## src/rtl/alarm_clock_pkg.sv

```systemverilog
// Shared definitions for the alarm clock: FSM state encodings, key codes
// and the default entry timeout.
package alarm_clock_pkg;

  typedef enum logic [2:0] {
    SHOW_TIME        = 3'd0,
    SHOW_ALARM       = 3'd1,
    KEY_STORED       = 3'd2,
    KEY_WAITED       = 3'd3,
    KEY_ENTRY        = 3'd4,
    SET_ALARM_TIME   = 3'd5,
    SET_CURRENT_TIME = 3'd6
  } state_t;

  localparam logic [3:0] NOKEY           = 4'd10;
  localparam logic [3:0] DIGIT_MAX       = 4'd9;
  localparam int unsigned TIMEOUT_DEFAULT = 10;

  // Codes above 9 (NOKEY and the unused 11-15) all count as "no key".
  function automatic logic is_digit(input logic [3:0] k);
    return (k <= DIGIT_MAX);
  endfunction

endpackage

```

## src/rtl/alarm_fsm_timer.sv

```systemverilog
// Idle-seconds counter for key entry; flags the second that completes
// TIMEOUT_SECS idle seconds. Present only when ALARM_FSM_TIMEOUT_EN is set.
module alarm_fsm_timer
  import alarm_clock_pkg::*;
#(
  parameter int unsigned TIMEOUT_SECS = TIMEOUT_DEFAULT
) (
  input  logic clock,
  input  logic reset,
  input  logic clear,
  input  logic enable,
  input  logic one_second,
  output logic timeout
);

  localparam int unsigned W = $clog2(TIMEOUT_SECS + 1);
  localparam logic [W-1:0] LAST  = W'(TIMEOUT_SECS - 1);
  localparam logic [W-1:0] LIMIT = W'(TIMEOUT_SECS);

  logic [W-1:0] count;

  // Saturates at TIMEOUT_SECS so a held key in KEY_WAITED cannot wrap it.
  always_ff @(posedge clock or negedge reset) begin
    if (!reset) begin
      count <= '0;
    end else if (clear) begin
      count <= '0;
    end else if (enable && one_second && (count != LIMIT)) begin
      count <= count + 1'b1;
    end
  end

  assign timeout = enable && one_second && (count == LAST);

endmodule

```

## src/rtl/alarm_fsm.sv

```systemverilog
// Main alarm clock control FSM: digit entry, alarm/time load strobes and
// display select. Entry timeout is built only with ALARM_FSM_TIMEOUT_EN.
//
// state            | meaning
// SHOW_TIME        | idle, display shows current time
// SHOW_ALARM       | ALARM held, display shows stored alarm
// KEY_STORED       | shift accepted digit into key register
// KEY_WAITED       | wait for key release before next digit
// KEY_ENTRY        | await next digit or a confirming button
// SET_ALARM_TIME   | load entered digits into alarm register
// SET_CURRENT_TIME | load entered digits into time counter
module alarm_fsm
  import alarm_clock_pkg::*;
#(
  parameter int unsigned TIMEOUT_SECS = TIMEOUT_DEFAULT
) (
  input  logic       clock,
  input  logic       reset,
  input  logic       one_second,
  input  logic [3:0] key,
  input  logic       alarm_button,
  input  logic       time_button,
  output logic       shift,
  output logic       load_new_alarm,
  output logic       load_new_time,
  output logic       show_new_time,
  output logic       show_a
);

  state_t state, state_next;
  logic   timeout;
  logic   in_entry;

  assign in_entry = (state == KEY_WAITED) || (state == KEY_ENTRY);

`ifdef ALARM_FSM_TIMEOUT_EN
  alarm_fsm_timer #(
    .TIMEOUT_SECS(TIMEOUT_SECS)
  ) u_timer (
    .clock     (clock),
    .reset     (reset),
    .clear     (!in_entry),
    .enable    (in_entry),
    .one_second(one_second),
    .timeout   (timeout)
  );
`else
  logic unused_timer_inputs;
  assign unused_timer_inputs = one_second ^ in_entry ^ (TIMEOUT_SECS == 0);
  assign timeout = 1'b0;
`endif

  always_ff @(posedge clock or negedge reset) begin
    if (!reset) begin
      state <= SHOW_TIME;
    end else begin
      state <= state_next;
    end
  end

  always_comb begin
    state_next = state;
    case (state)
      SHOW_TIME: begin
        if (alarm_button)       state_next = SHOW_ALARM;
        else if (is_digit(key)) state_next = KEY_STORED;
      end
      SHOW_ALARM: begin
        if (!alarm_button) state_next = SHOW_TIME;
      end
      KEY_STORED: state_next = KEY_WAITED;
      KEY_WAITED: begin
        if (!is_digit(key)) state_next = KEY_ENTRY;
        else if (timeout)   state_next = SHOW_TIME;
      end
      KEY_ENTRY: begin
        if (alarm_button)       state_next = SET_ALARM_TIME;
        else if (time_button)   state_next = SET_CURRENT_TIME;
        else if (is_digit(key)) state_next = KEY_STORED;
        else if (timeout)       state_next = SHOW_TIME;
      end
      SET_ALARM_TIME:   state_next = SHOW_TIME;
      SET_CURRENT_TIME: state_next = SHOW_TIME;
      default:          state_next = SHOW_TIME;
    endcase
  end

  always_comb begin
    shift          = 1'b0;
    load_new_alarm = 1'b0;
    load_new_time  = 1'b0;
    show_new_time  = 1'b0;
    show_a         = 1'b0;
    case (state)
      SHOW_ALARM:       show_a         = 1'b1;
      KEY_STORED:       shift          = 1'b1;
      KEY_WAITED:       show_new_time  = 1'b1;
      KEY_ENTRY:        show_new_time  = 1'b1;
      SET_ALARM_TIME:   load_new_alarm = 1'b1;
      SET_CURRENT_TIME: load_new_time  = 1'b1;
      default:          ;
    endcase
  end

endmodule
```

## config.mk

```make
export PLATFORM = sky130hd
export DESIGN_NAME = alarm_fsm
export DESIGN_NICKNAME = d
export VERILOG_FILES = /design/src/rtl/alarm_clock_pkg.sv /design/src/rtl/alarm_fsm_timer.sv /design/src/rtl/alarm_fsm.sv
export SDC_FILE = /design/constraint.sdc
export NUM_CORES = 1
export LEC_CHECK = 0
export BUFFER_PORTS_ARGS = -buffer_cell sky130_fd_sc_hd__buf_2
export CELL_PAD_IN_SITES_DETAIL_PLACEMENT = 2
export CELL_PAD_IN_SITES_GLOBAL_PLACEMENT = 2
export CORE_AREA = 3 3 40 42
export CTS_CLUSTER_DIAMETER = 200
export CTS_CLUSTER_SIZE = 12
export DETAILED_ROUTE_END_ITERATION = 12
export DIE_AREA = 0 0 43 45
export HOLD_SLACK_MARGIN = 0.02
export PLACE_DENSITY_LB_ADDON = 0.1
export SYNTH_ARGS = -nofsm -noshare
export SYNTH_HDL_FRONTEND = slang
export SYNTH_SLANG_ARGS = --single-unit
```

## constraint.sdc

```tcl
create_clock -name clock -period 1.4 [get_ports clock]
set_input_delay 0.42 -clock clock [delete_from_list [all_inputs] [get_ports clock]]
set_output_delay 0.42 -clock clock [all_outputs]
set_load 0.02 [all_outputs]
```

==> metrics.md <==
| Metric | Value |
|---|---|
| Part of the power in the clock network | approximately 18% |
| Synth Net Count | 35 |
| Largest net degree at the start of global routing | 8 |
| Final Hold Fails | 0 |
| Slew HR | between 80% and 90% |
| R2r startpoint | state[1]$_DFFE_PN0P_ |
| Maximum vdd drop | about 0.00045 V |
| Final WS setup | -0.1810 ns |
| FILL cells | roughly 160 |
| Drc violations | 0 |
| Slew Limit Fails | 0 |
| Pwr dens | 2126 nW/um^2 |
| Root Driver | clkbuf_4 |
| Worst-path clk slew | 0.04 ns |
| Proportion of layout cells with a drive suffix above 1 | between 60% and 70% |
| Antenna violations before repair | 0 |
| Worst Setup End Kind | output port |
| Yosys warns | 0 |
| Clock Path Buffers | 2 |
| Most frequent cells after synthesis | 5 x nor2_1, 3 x dfrtp_1, 3 x o21ai_0, 2 x nand2_1, 2 x nor3_1 |
| Area taken by multi-input logic gates | 145.1 um^2 |
| DRT iter0 DRCs | 0 |
| Mapped Area | ~220 um^2 |
| Reg-to-Reg End | state[1]$_DFFE_PN0P_ |
| Top reg by flops | state |
| # diodes | 0 |
| Sequential area share after synthesis | about a third |
| Area Growth Syn to Fin | 80.79% |
| Die height | 45 um |
| Synth async-reset ratio | 100.0% |
| Die area | 1935 um^2 |
| HPWL after DPL | roughly 600 um |
| GP Congestion | around 0.77 |
| Total length of routed wires | between 700 and 800 um |
| Fin util | a little under a third |
| Max reg flops | 3 |
| Psw | between 300 and 400 uW |
| Vias in the first global route | 329 |
| Initial Util | 17.23% |
| Insertion delay to the later sink of the worst-skew pair | around 0.23 ns |
| LEAKAGE | 0.0001941 uW |
| First-pass GRT wire length | around 1.3 mm |
| Yosys cell types | 16 |
| Final Skew | roughly 0.0016 ns |
| FMAX | 632.5 MHz |
| Cell taking the most area after synthesis | dfrtp_1 |
| Flop2flop setup slack | approximately 0.23 ns |
| Average size of a mapped cell | roughly 8.5 um^2 |
| Final TNS setup | -0.7492 ns |
| Mapped Cells | 26 |
| Fin crit period | approximately 1.6 ns |
| Status | complete, but fails checks |
| Crit path required time | 0.98 ns |
| Num CTS Buffers | 3 |
| Number of synthesized flops with an enable pin | 0 |
| Slew @ Worst Pin | 0.2865 ns |
| Clk sinks | 3 |
| Failing checks | negative setup slack |
| Die W | about 43 um |
| Internal power | between 500 and 600 uW |
| Synth Register Bits | 3 |
| Final setup violation count | 5 |
| Comb pwr share | around three fifths |
| CTS tree | built |
| Min-Delay Path Class | input port to async pin |
| Core Area | between 1000 and 1500 um^2 |
| Leading post-synthesis cells by cell area | dfrtp_1 34%, nor2_1 8.5%, o32ai_2 7.3%, o21ai_0 6.8%, nor2b_4 6.2% |
| CP Launch Point | state[2]$_DFFE_PN0P_ |
| Io pins | 14 |
| Post-route ant nets | 0 |
| RSZ-0062 raised after global routing | yes |
| Critical Path Fanout Max | 6 |
| Setup Buffers After CTS | 0 |
| CP arrival | approximately 1.2 ns |
| Most frequent cell after synthesis | nor2_1 |
| I/O Buffers | 11 |
| Crit path launch type | register |
| Overall routing resource usage | a little under a tenth |
| Maxcap violations | 0 |
| Synth Flop Type | dfrtp_1 |
| Sequential cell fraction of total power | 22.9% |
| Vias per inst | approximately 4.4 |
| CTS HTree Levels | 1 |
| FF+latch area | ~78 um^2 |
| Worst Setup EP | shift |
| Router iterations before antenna repair | 1 |
| Critical path class | register to output port |
| Final-stage net count | 58 |
| Reg2Reg Depth | 4 |
| Average wire per standard cell | approximately 12 um |
| Gr ovfl total | 0 |
| Std cell rows | 13 |
| Switching Share | about two fifths |
| Via Count | ~280 |
| Top cell type's share of synthesized area | 33.90% |
| Regs by FF count | state (3) |
| Tcrit/Tclk final | 112.9% |
==> power by group through the flow <==
stage          registers (uW)  clock network, uW  logic [uW]
2_1_floorplan             162                  0         288
3_3_place_gp              193                  0         472
4_1_cts                   199                157         506
6_report                  195                149         507
5_1_grt                   207                161         554
3_5_place_dp              193                  0         483
==> layout by cell type (no fill, tap or decap), types with 2 or more instances in the layout <==
cell type,instances
clkbuf_4,3
nor2_1,4
buf_4,9
o21ai_0,2
nand2_1,2
buf_2,8
dfrtp_2,2
==> routing by layer <==
metal,GRT usage [%],routed length (um),up-vias
met1,11.08,323,134
met3,0,26,0
met5,0,0,-
met2,14.67,379,7
met4,9.036,0,0
li1,-,-,136
==> worst max-delay path, stage by stage, from the launching register on <==
cell     delay [ns]
dfrtp_2        0.45
or2b_1         0.26
nor2_2         0.10
buf_6          0.12
==> stage by stage <==
stage	hold WS [ns]	cells	power, uW	instance area, um^2	setup WS [ns]
global route	0.5251	63	922.7	400.4	-0.2438
global placement	0.2136	58	664.7	350.3	0.01752
detailed placement	0.2174	58	676.1	350.3	0.002658
floorplan	0.1244	26	450.5	229.0	0.03834
finish	0.5156	63	851.3	400.4	-0.1810
CTS	0.5097	63	862.0	396.6	-0.2003
==> kinds of logic after synthesis <==
kind of cell | after synthesis | share of synthesized area [%]
buffers and inverters | 2 | 3.951
AOI/OAI and AO/OA | 9 | 33.33
DFF | 3 | 33.90
and+or+nand+nor | 12 | 28.82
==> timing repair <==
action	CTS	global route
hold buffers	1	0
hold endpoints to repair	3	0
cloned	0	0
endpoints found under the setup margin	5	5
resized for setup	5	1
==> cell type report <==
class                      count  share of cell area (%)
timing repair buffer          19                   32.19
inverter                       1                  0.9375
tap                           15                   4.688
clock buffer                   4                   6.563
multi-input combinational     21                   36.25
sequential                     3                   19.37
==> worst min path at each step <==
stage | cells past startpoint | slack, ns | end | from
2_1_floorplan | 0 | 0.12 | state[0]$_DFFE_PN0P_ | reset
3_3_place_gp | 1 | 0.21 | state[0]$_DFFE_PN0P_ | reset
3_5_place_dp | 1 | 0.22 | state[1]$_DFFE_PN0P_ | reset
4_1_cts | 2 | 0.51 | state[0]$_DFFE_PN0P_ | reset
5_1_grt | 2 | 0.53 | state[0]$_DFFE_PN0P_ | reset
6_report | 2 | 0.52 | state[0]$_DFFE_PN0P_ | reset
(Power assumes the default switching activity.)
